### config.mk
export PLATFORM = sky130hd
export DESIGN_NAME = ball_tx_i2c_framer
export DESIGN_NICKNAME = d
export VERILOG_FILES = /design/src/rtl/ball_link_pkg.sv /design/src/rtl/ball_frame_mux.sv /design/src/rtl/ball_tx_i2c_framer.sv
export SDC_FILE = /design/constraint.sdc
export NUM_CORES = 1
export LEC_CHECK = 0
export CORE_MARGIN = 4
export CORE_UTILIZATION = 56
export DETAILED_ROUTE_END_ITERATION = 8
export PLACE_DENSITY = 0.9
export SETUP_SLACK_MARGIN = 0.4
export SYNTH_ARGS = -nofsm -noshare
export SYNTH_HDL_FRONTEND = slang
export SYNTH_SLANG_ARGS = --single-unit
### constraint.sdc
create_clock -name clk_25MHZ -period 5.42 [get_ports clk_25MHZ]
set_input_delay 1.626 -clock clk_25MHZ [delete_from_list [all_inputs] [get_ports clk_25MHZ]]
set_output_delay 1.626 -clock clk_25MHZ [all_outputs]
set_load 0.005 [all_outputs]
### src/rtl/ball_link_pkg.sv
// ball_link_pkg
// Shared definitions for the ball hand-off link between the two boards:
// transmit FSM state encoding, the peer's slave register map, the fixed
// commit byte and the frame length for the current build.
//
// Build option: BALL_TX_CHECKSUM_EN inserts an XOR checksum register ahead
// of the commit register, which moves the commit register up by one.
package ball_link_pkg;

  typedef enum logic [2:0] {
    ST_IDLE    = 3'd0,
    ST_ISSUE   = 3'd1,
    ST_WAIT    = 3'd2,
    ST_ABORT   = 3'd3,
    ST_BACKOFF = 3'd4,
    ST_DONE    = 3'd5,
    ST_FAIL    = 3'd6
  } tx_state_e;

  // Peer slave register map
  localparam logic [7:0] REG_Y0    = 8'd0;
  localparam logic [7:0] REG_Y1    = 8'd1;
  localparam logic [7:0] REG_VY    = 8'd2;
  localparam logic [7:0] REG_GRAV  = 8'd3;
  localparam logic [7:0] REG_SPEED = 8'd4;
`ifdef BALL_TX_CHECKSUM_EN
  localparam logic [7:0] REG_CKSUM  = 8'd5;
  localparam logic [7:0] REG_COMMIT = 8'd6;
`else
  localparam logic [7:0] REG_COMMIT = 8'd5;
`endif

  // The peer acts on the ball state only once this byte lands, so it is
  // always the final byte of the frame.
  localparam logic [7:0] COMMIT_BYTE = 8'h01;
  // Dummy payload for the STOP-only command used to release the bus.
  localparam logic [7:0] ABORT_BYTE  = 8'hFF;

  // Address byte + register pointer precede the register payload.
  localparam int FRAME_HDR_LEN   = 2;
  localparam int FRAME_LEN_PLAIN = 8;
  localparam int FRAME_LEN_CKSUM = 9;
`ifdef BALL_TX_CHECKSUM_EN
  localparam int FRAME_LEN = FRAME_LEN_CKSUM;
`else
  localparam int FRAME_LEN = FRAME_LEN_PLAIN;
`endif

  localparam int IDX_W = 4;
  typedef logic [IDX_W-1:0] byte_idx_t;

  localparam byte_idx_t IDX_ADDR = 4'd0;
  localparam byte_idx_t IDX_PTR  = 4'd1;
  localparam byte_idx_t IDX_LAST = byte_idx_t'(FRAME_LEN - 1);

`ifdef BALL_TX_CHECKSUM_EN
  function automatic logic [7:0] frame_cksum(input logic [7:0] r0,
                                             input logic [7:0] r1,
                                             input logic [7:0] r2,
                                             input logic [7:0] r3,
                                             input logic [7:0] r4);
    return r0 ^ r1 ^ r2 ^ r3 ^ r4;
  endfunction
`endif

endpackage

### src/rtl/ball_frame_mux.sv
// ball_frame_mux
// Combinational selection of the byte presented to the I2C master for a
// given frame position, plus its START/STOP qualifiers. Built only from the
// latched ball state, so the outputs are stable for as long as the index
// and latched state are held.
//
// Ports:
//   byte_idx     in   frame position (0 = address byte)
//   ball_y       in   latched y position
//   ball_vy      in   latched signed y velocity
//   gravity      in   latched gravity phase
//   fast         in   latched fast flag
//   frame_data   out  byte to shift out
//   frame_start  out  START before this byte
//   frame_stop   out  STOP after this byte
//
// Build option: BALL_TX_CHECKSUM_EN adds the checksum byte.
module ball_frame_mux
  import ball_link_pkg::*;
#(
  parameter logic [6:0] SLAVE_ADDR = 7'h42
) (
  input  byte_idx_t   byte_idx,
  input  logic [9:0]  ball_y,
  input  logic [7:0]  ball_vy,
  input  logic [1:0]  gravity,
  input  logic        fast,
  output logic [7:0]  frame_data,
  output logic        frame_start,
  output logic        frame_stop
);

  logic [7:0] r0, r1, r2, r3, r4;
  logic [7:0] reg_sel;

  assign r0 = {ball_y[9:8], 6'b0};
  assign r1 = ball_y[7:0];
  assign r2 = ball_vy;
  assign r3 = {6'b0, gravity};
  assign r4 = {7'b0, fast};

  // Payload bytes map one-to-one onto peer registers after the header.
  assign reg_sel = {4'b0, byte_idx - byte_idx_t'(FRAME_HDR_LEN)};

`ifdef BALL_TX_CHECKSUM_EN
  logic [7:0] cksum;
  assign cksum = frame_cksum(r0, r1, r2, r3, r4);
`endif

  always_comb begin
    frame_data  = 8'h00;
    frame_start = 1'b0;
    frame_stop  = 1'b0;
    if (byte_idx == IDX_ADDR) begin
      frame_data  = {SLAVE_ADDR, 1'b0};
      frame_start = 1'b1;
    end else if (byte_idx == IDX_PTR) begin
      frame_data = REG_Y0;
    end else begin
      case (reg_sel)
        REG_Y0:     frame_data = r0;
        REG_Y1:     frame_data = r1;
        REG_VY:     frame_data = r2;
        REG_GRAV:   frame_data = r3;
        REG_SPEED:  frame_data = r4;
`ifdef BALL_TX_CHECKSUM_EN
        REG_CKSUM:  frame_data = cksum;
`endif
        REG_COMMIT: begin
          frame_data = COMMIT_BYTE;
          frame_stop = 1'b1;
        end
        default:    frame_data = 8'h00;
      endcase
    end
  end

endmodule

### src/rtl/ball_tx_i2c_framer.sv
// ball_tx_i2c_framer
// Transmit side of the two-board ball hand-off. On a rising edge of
// ball_send_trigger the ball state is latched and written to the peer's
// register map as one I2C write, one byte command at a time, through a
// byte-level I2C master. NACKs and response timeouts release the bus with a
// STOP-only command, back off, and resend the whole frame; after MAX_RETRY
// retries the transfer is abandoned with tx_fail set. Either way a single
// is_i2c_master_done pulse lets the game controller leave SEND_BALL.
//
// Ports:
//   clk_25MHZ           in   system clock
//   reset               in   asynchronous, active-high
//   ball_send_trigger   in   level, rising edge starts a transfer
//   ball_y/ball_vy/gravity_counter/ball_speed  in  ball state to send
//   cmd_valid/cmd_ready out/in  byte command handshake to the I2C master
//   cmd_start/cmd_stop/cmd_data out  command qualifiers and byte
//   rsp_done/rsp_nack   in   byte completion and slave NACK
//   is_i2c_master_done  out  one-cycle pulse at the end (success or fail)
//   tx_busy             out  transfer in progress
//   tx_fail             out  sticky failure flag, cleared by next trigger
//
// Build option: BALL_TX_CHECKSUM_EN (checksum byte before the commit byte).
//
// state      | meaning
// -----------+----------------------------------------------------------
// ST_IDLE    | waiting for a trigger edge
// ST_ISSUE   | presenting the current frame byte to the master
// ST_WAIT    | byte accepted, waiting for its response (timed)
// ST_ABORT   | sending the STOP-only command, then waiting its response
// ST_BACKOFF | idle gap before resending the frame from the address byte
// ST_DONE    | success pulse
// ST_FAIL    | retries exhausted, failure pulse
module ball_tx_i2c_framer
  import ball_link_pkg::*;
#(
  parameter logic [6:0]  SLAVE_ADDR  = 7'h42,
  parameter logic [19:0] FAST_THRESH = 20'd500000,
  parameter int          MAX_RETRY   = 3,
  parameter int          TIMEOUT_CYC = 250000,
  parameter int          BACKOFF_CYC = 2500
) (
  input  logic        clk_25MHZ,
  input  logic        reset,
  input  logic        ball_send_trigger,
  input  logic [9:0]  ball_y,
  input  logic [7:0]  ball_vy,
  input  logic [1:0]  gravity_counter,
  input  logic [19:0] ball_speed,
  output logic        cmd_valid,
  input  logic        cmd_ready,
  output logic        cmd_start,
  output logic        cmd_stop,
  output logic [7:0]  cmd_data,
  input  logic        rsp_done,
  input  logic        rsp_nack,
  output logic        is_i2c_master_done,
  output logic        tx_busy,
  output logic        tx_fail
);

  localparam int TIMER_W   = $clog2(TIMEOUT_CYC + 1);
  localparam int BACKOFF_W = $clog2(BACKOFF_CYC + 1);
  localparam int RETRY_W   = $clog2(MAX_RETRY + 2);

  localparam logic [TIMER_W-1:0]   TIMER_LAST   = TIMER_W'(TIMEOUT_CYC - 1);
  localparam logic [BACKOFF_W-1:0] BACKOFF_LAST = BACKOFF_W'(BACKOFF_CYC - 1);
  localparam logic [RETRY_W-1:0]   RETRY_LIMIT  = RETRY_W'(MAX_RETRY);

  tx_state_e            state_q, state_d;
  logic                 trig_q, trig_prev_q, trig_edge;
  byte_idx_t            byte_idx_q;
  logic [TIMER_W-1:0]   timer_q;
  logic [BACKOFF_W-1:0] backoff_q;
  logic [RETRY_W-1:0]   retry_q;
  logic                 abort_sent_q;
  logic                 tx_fail_q;

  logic [9:0]           y_q;
  logic [7:0]           vy_q;
  logic [1:0]           grav_q;
  logic                 fast_q;

  logic [7:0]           frame_data;
  logic                 frame_start, frame_stop;

  logic latch_en, idx_inc, idx_clr, timer_clr, abort_issued;
  logic retry_inc, backoff_clr, fail_set;

  // The trigger is registered once before edge detection, which gives the
  // two-cycle trigger-to-first-command latency.
  assign trig_edge = trig_q & ~trig_prev_q;

  ball_frame_mux #(
    .SLAVE_ADDR (SLAVE_ADDR)
  ) u_frame_mux (
    .byte_idx    (byte_idx_q),
    .ball_y      (y_q),
    .ball_vy     (vy_q),
    .gravity     (grav_q),
    .fast        (fast_q),
    .frame_data  (frame_data),
    .frame_start (frame_start),
    .frame_stop  (frame_stop)
  );

  always_ff @(posedge clk_25MHZ or posedge reset) begin
    if (reset) begin
      state_q     <= ST_IDLE;
      trig_q      <= 1'b0;
      trig_prev_q <= 1'b0;
    end else begin
      state_q     <= state_d;
      trig_q      <= ball_send_trigger;
      trig_prev_q <= trig_q;
    end
  end

  always_comb begin
    state_d            = state_q;
    cmd_valid          = 1'b0;
    cmd_start          = 1'b0;
    cmd_stop           = 1'b0;
    cmd_data           = 8'h00;
    is_i2c_master_done = 1'b0;
    latch_en           = 1'b0;
    idx_inc            = 1'b0;
    idx_clr            = 1'b0;
    timer_clr          = 1'b0;
    abort_issued       = 1'b0;
    retry_inc          = 1'b0;
    backoff_clr        = 1'b0;
    fail_set           = 1'b0;

    unique case (state_q)
      ST_IDLE: begin
        if (trig_edge) begin
          latch_en = 1'b1;
          idx_clr  = 1'b1;
          state_d  = ST_ISSUE;
        end
      end

      ST_ISSUE: begin
        // Index and latched state only move on acceptance, so the command
        // holds steady through a ready stall.
        cmd_valid = 1'b1;
        cmd_data  = frame_data;
        cmd_start = frame_start;
        cmd_stop  = frame_stop;
        if (cmd_ready) begin
          timer_clr = 1'b1;
          state_d   = ST_WAIT;
        end
      end

      ST_WAIT: begin
        // A good response wins over a timeout landing on the same cycle.
        if (rsp_done && !rsp_nack) begin
          if (byte_idx_q == IDX_LAST) begin
            state_d = ST_DONE;
          end else begin
            idx_inc = 1'b1;
            state_d = ST_ISSUE;
          end
        end else if (rsp_done || (timer_q == TIMER_LAST)) begin
          state_d = ST_ABORT;
        end
      end

      ST_ABORT: begin
        if (!abort_sent_q) begin
          cmd_valid = 1'b1;
          cmd_stop  = 1'b1;
          cmd_data  = ABORT_BYTE;
          abort_issued = cmd_ready;
        end else if (rsp_done) begin
          if (retry_q < RETRY_LIMIT) begin
            retry_inc   = 1'b1;
            backoff_clr = 1'b1;
            state_d     = ST_BACKOFF;
          end else begin
            fail_set = 1'b1;
            state_d  = ST_FAIL;
          end
        end
      end

      ST_BACKOFF: begin
        if (backoff_q == BACKOFF_LAST) begin
          idx_clr = 1'b1;
          state_d = ST_ISSUE;
        end
      end

      ST_DONE: begin
        is_i2c_master_done = 1'b1;
        state_d            = ST_IDLE;
      end

      ST_FAIL: begin
        is_i2c_master_done = 1'b1;
        state_d            = ST_IDLE;
      end

      default: state_d = ST_IDLE;
    endcase
  end

  always_ff @(posedge clk_25MHZ or posedge reset) begin
    if (reset) begin
      byte_idx_q   <= IDX_ADDR;
      timer_q      <= '0;
      backoff_q    <= '0;
      retry_q      <= '0;
      abort_sent_q <= 1'b0;
      tx_fail_q    <= 1'b0;
      y_q          <= '0;
      vy_q         <= '0;
      grav_q       <= '0;
      fast_q       <= 1'b0;
    end else begin
      if (latch_en) begin
        y_q    <= ball_y;
        vy_q   <= ball_vy;
        grav_q <= gravity_counter;
        fast_q <= (ball_speed < FAST_THRESH);
      end

      if (idx_clr) begin
        byte_idx_q <= IDX_ADDR;
      end else if (idx_inc) begin
        byte_idx_q <= byte_idx_q + 1'b1;
      end

      if (timer_clr) begin
        timer_q <= '0;
      end else if ((state_q == ST_WAIT) && (timer_q != '1)) begin
        timer_q <= timer_q + 1'b1;
      end

      if (backoff_clr) begin
        backoff_q <= '0;
      end else if ((state_q == ST_BACKOFF) && (backoff_q != '1)) begin
        backoff_q <= backoff_q + 1'b1;
      end

      // retry_inc is only raised below the limit, so this cannot wrap.
      if (latch_en) begin
        retry_q <= '0;
      end else if (retry_inc) begin
        retry_q <= retry_q + 1'b1;
      end

      // Re-armed on every entry to ABORT.
      if (state_q == ST_ABORT) begin
        abort_sent_q <= abort_sent_q | abort_issued;
      end else begin
        abort_sent_q <= 1'b0;
      end

      // Set on the way into FAIL so it is already high during the pulse.
      if (latch_en) begin
        tx_fail_q <= 1'b0;
      end else if (fail_set) begin
        tx_fail_q <= 1'b1;
      end
    end
  end

  assign tx_busy = (state_q != ST_IDLE);
  assign tx_fail = tx_fail_q;

endmodule

Yosys cells after proc, flatten, opt, wreduce, memory -nomap -nowiden
Index checks and enable logic that the tools add are counted.
{"block": "totals", "wordCells": 116, "ff_bits": 65, "out_inout_bits": 14}
{"block": "op_classes", "reduce_logical": 16, "n_mux": 54, "bitwise": 3, "addsub": 5, "magnitude_cmp": 2, "n_eq_ne": 23}
{"operator": "8-bit case mux with 6 select lines", "n": 1}
{"operator": "18-bit 2-to-1 mux", "n": 2}
{"operator": "3-bit 2-to-1 mux", "n": 10}
{"operator": "1-bit 2-to-1 mux", "n": 28}
{"operator": "12-bit 2-to-1 mux", "n": 2}
{"operator": "8-bit 2-to-1 mux", "n": 3}
{"operator": "20-bit by 19-bit less-than comparator with 1-bit output, second input constant", "n": 1}
{"operator": "18-bit by 1-bit adder with 18-bit output, second input constant", "n": 1}
{"operator": "18-bit == test, second input constant", "n": 1}
{"operator": "18-bit inequality test, second input constant", "n": 1}
{"operator": "8-bit case mux with 2 select lines", "n": 1}
{"operator": "3-bit case mux with 5 select lines", "n": 1}
{"operator": "12-bit by 1-bit adder with 12-bit output, second input constant", "n": 1}
{"operator": "12-bit == test, second input constant", "n": 1}
{"operator": "4-bit by 3-bit == test with 1-bit output, second input constant", "n": 3}
{"operator": "12-bit inequality test, second input constant", "n": 1}
{"operator": "2-bit inequality test, second input constant", "n": 5}
{"operator": "2-bit nonzero test", "n": 5}
{"operator": "3-bit == test, second input constant", "n": 3}
{"operator": "4-bit by 1-bit == test with 1-bit output, second input constant", "n": 2}
{"operator": "4-bit by 2-bit == test with 1-bit output, second input constant", "n": 2}
{"operator": "8-bit logical NOT", "n": 1}
{"operator": "4-bit 2-to-1 mux", "n": 2}
{"operator": "3-bit by 2-bit == test with 1-bit output, second input constant", "n": 2}
{"operator": "other kinds (19)", "n": 23}

Depth between registers and ports, before layout
{"block": "depth", "depth_word": 7, "depth_mapped": 7, "depth_no_buf": 7}

Hierarchy
A second synthesis with hierarchy kept.
{"block": "hier_totals", "cells_unflattened": 418, "area_unflattened_um2": 3782.4}
{"mod": "ball_tx_i2c_framer", "instances": 1, "cells_each": 380, "area_per_inst_um2": 3474.6}
{"mod": "ball_frame_mux", "instances": 1, "cells_each": 38, "area_per_inst_um2": 307.8}

Worst setup path before layout
No wires, ideal clock.
{"block": "synth_timing", "path_kind": "register to output", "start": "register byte_idx_q[1]", "end": "output port cmd_data[6]", "path_stages_with_launch": 8, "slack_ps": 2121, "arrival_ps": 1673, "n_path_buf": 0, "cell_sequence": "dfrtp_1 > inv_1 > ha_1 > or2_2 > o21ai_0 > nand4b_1 > nand2b_1 > o21ai_0"}
{"block": "synth_via", "elab_chain_cells": 6}
{"element": "start: declaration", "line_no": "ball_tx_i2c_framer.sv:71", "text": "byte_idx_t byte_idx_q;"}
{"element": "start signal: assignment", "line_no": "ball_tx_i2c_framer.sv:232", "text": "byte_idx_q <= byte_idx_q + 1'b1;"}
{"element": "4-bit by 2-bit subtractor with 4-bit output", "line_no": "ball_frame_mux.sv:43", "text": "assign reg_sel = {4'b0, byte_idx - byte_idx_t'(FRAME_HDR_LEN)};"}
{"element": "4-bit by 3-bit == test with 1-bit output, or another cell as far along", "line_no": "ball_frame_mux.sv:60", "text": "case (reg_sel)"}
{"element": "8-bit case mux with 6 select lines", "line_no": "ball_frame_mux.sv:60"}
{"element": "8-bit 2-to-1 mux", "line_no": "ball_frame_mux.sv:57", "text": "end else if (byte_idx == IDX_PTR) begin"}
{"element": "8-bit 2-to-1 mux *", "line_no": "ball_frame_mux.sv:54", "text": "if (byte_idx == IDX_ADDR) begin"}
{"element": "8-bit case mux with 2 select lines *", "line_no": "ball_tx_i2c_framer.sv:134", "text": "unique case (state_q)"}
{"element": "end: declaration", "line_no": "ball_tx_i2c_framer.sv:53", "text": "output logic [7:0] cmd_data,"}
Mark *: on every way between the ends. The rest lies on a longest branch, timed or not.

Worst setup path after layout
Same ends and word-level chain as after synthesis.

==> flow_summary.yaml <==
worst_setup_path:
  crit_arrival_ns: 2.88
  reg2reg_from: "timer_q[4]"
  r2r_slack_ns: 2.84
  cp_data_required_time_ns: 3.79
  r2r_cells: 5
  crit_fanout: 5
  path_class: "reg2out"
  critPathCaptureType: "output pin"
  cp-start-kind: "register"
  reg2reg_to: "timer_q[13]"
yosys:
  synthDistinctLibCells: 48
  netlist_instances: 405
  avgSynthCellArea_um2: 8.77
  synth_ff_type: "dfrtp_1"
  synth_common_cells: "nand2_1 (85), dfrtp_1 (65), nor2_1 (44), o21ai_0 (20), a21oi_1 (16)"
  ys_async_sr_fraction_pct: 100
  synth.top_cell.area_share_pct: 45.8
  synth-seq-area-share_pct: 45.8
  yosysWarnings: 0
  synth.net_count: 460
  netlist_area_mm2: 0.00355
  ys_ff_latch: 65
  synthTopCellsByArea: "dfrtp_1 (46%), nand2_1 (9.0%), nor2_1 (4.7%)"
  yosysTopAreaCell: "dfrtp_1"
  yosysMostFrequentCell: "nand2_1"
  synth_edf_count: 0
cts:
  post_cts_buffers: 0
  clkSlewWorstSetupHoldPaths_ns: 0.07
  clkSinkCount: 65
  cts_tree: "built"
  clk_latency_ns: 0.36
  cts_max_level: 3
  cts_made_buffers: 9
  cts.path.max_buffers: 2
  cts_resized: 0
  cts_hold_buffers: 0
  root_buffer: "clkbuf_8"
power:
  irDropWorstVdd_v: 0.000261
  leakage_uw: 0.00189
  power.density_mw_per_mm2: 498
die:
  die_x_um: 87.6
  boundaryPins: 60
  initial_core_util_pct: 58.9
  die-area_mm2: 0.00768
  die_h_um: 87.6
  rows: 28
  core_mm2: 0.00603
layout:
  seq_area_mm2: 0.00163
  drive_gt1_share_pct: 5.65
  diodes: 0
  fill_cells: 454
  multi_input_area_mm2: 0.00182
  final_cells: 535
  nets: 510
  syn2layout_area_growth_pct: 21.6
route:
  ant_nets: 0
  via_per_inst: 5.93
  num_vias: 3170
  drt-initial-drc-count: 210
  drc: 0
  wl_mm: 8.60
  firstDrtPassIters: 5
  wl_per_cell_um: 16.1
sta:
  slew_violations: 0
  fmax_ghz: 0.222
  whs_ns: 0.388
  slew_headroom_pct: 18.5
  finalHoldViolCount: 0
  setup_viol: 0
  worst_pin_slew_ns: 1.21
  finalSetupTns_ns: 0
  min_period_over_period_pct: 83.1
  clock_skew_ns: 0.0107
  finalCriticalPeriod_ns: 4.50
  rsz0062_at_grt: "false"
grt:
  antenna_found_initial: 0
  grt_pass1_wl_mm: 14.4
  grt_use_total_pct: 24.4
  grt_max_degree: 41
  grt_pass1_vias: 3076
  grt_overflow_total: 0
placement:
  gp_congestion: 0.869
  port_buffers: 54
  hpwl_mm: 6.11
  place_inst: 519
hold_path:
  hold_path_startpoint: "trig_q"
  holdPathStages: 0
  holdPathEnd: "trig_prev_q"
  hp-class: "reg2reg"
status:
  outcome: "finished clean"
job:
  drv_cap: 0
layout make-up:
class / count / share of cell area (%)
Sequential cell: 65 / 37.7
Clock buffer: 10 / 3.19
Multi-Input combinational cell: 317 / 42.2
Tap cell: 75 / 2.17
Clock inverter: 6 / 1.33
Timing Repair Buffer: 56 / 12.9
Inverter: 6 / 0.522
flip-flops by register name (all words and copies together) (netlist names):
signal / count
state_q: 3
y_q: 10
timer_q: 18
trig_q: 1
byte_idx_q: 4
grav_q: 2
backoff_q: 12
retry_q: 3
trig_prev_q: 1
vy_q: 8
abort_sent_q: 1
tx_fail: 1
fast_q: 1
worst max-delay path, stage by stage, from the launching register on:
cell	delay, ns
dfrtp_1	0.42
inv_1	0.10
ha_1	0.24
or2_2	0.30
o21ai_0	0.28
nand4b_1	0.26
nand2b_1	0.23
o21ai_0	0.18
clkdlybuf4s50_1	0.53
power by group:
part | internal, uW | switching [uW] | total [uW]
Clock | 222 | 198 | 420
Combinational | 391 | 412 | 803
Sequential | 698 | 231 | 929
Total | 1310 | 841 | 2150
worst max path at each step:
stage                  startpoint           to  slack, ns  depth (start not counted)
finish              byte_idx_q[1]  cmd_data[6]       0.92                          8
global route        byte_idx_q[1]  cmd_data[6]       0.78                          8
CTS                 byte_idx_q[1]  cmd_data[6]       1.00                          8
detailed placement  byte_idx_q[1]  cmd_data[6]       1.38                          8
global placement    byte_idx_q[1]  cmd_data[6]       1.48                          8
floorplan           byte_idx_q[1]  cmd_data[6]       2.12                          7
kinds of logic (layout without fill, tap and decap cells):
logic type                 count (synthesis)  after routing  share of synthesized area [%]
and+or+nand+nor                          219            219                           30.1
DFF                                       65             65                           45.8
AOI/OAI and AO/OA                         62             62                           11.1
buffers and inverters                     23             78                           2.85
xor gates and xnor gates                  20             20                           4.93
adders and majority gates                  9              9                           3.17
muxes                                      7              7                           2.01
placed cells by master, fill, tap and decap left out, types with 8 or more instances in the layout:
| cell type | netlist | routed |
|---|---|---|
| nand2_1 | 85 | 85 |
| dfrtp_1 | 65 | 65 |
| clkdlybuf4s50_1 | 0 | 54 |
| nor2_1 | 44 | 44 |
| o21ai_0 | 20 | 20 |
| a21oi_1 | 16 | 16 |
| nand3_1 | 13 | 13 |
| nand4_1 | 12 | 12 |
| xnor2_1 | 12 | 12 |
| nor3_1 | 12 | 12 |
| clkbuf_8 | 0 | 10 |
| and3_1 | 9 | 9 |
| ha_1 | 9 | 9 |
| xor2_1 | 8 | 8 |
stage by stage:
stage	worst slack [ns]	power [uW]	area (um^2)	utilization (%)
after floorplan	2.12	1430	3550	-
after global placement	1.48	1660	4120	68.4
after detailed placement	1.38	1720	4120	68.4
after CTS	1.00	2150	4320	71.6
after global routing	0.782	2320	4320	71.6
final	0.918	2150	4320	71.6
layer usage:
metal	share of wire [%]	wire, um	vias up	global-route usage (%)
met4	2.3	199	0	9.90
met5	0	0	-	0
met2	50	4270	121	39.8
li1	-	-	1525	-
met1	42	3570	1501	30.9
met3	6.5	562	23	6.49
(Power assumes the default switching activity.)
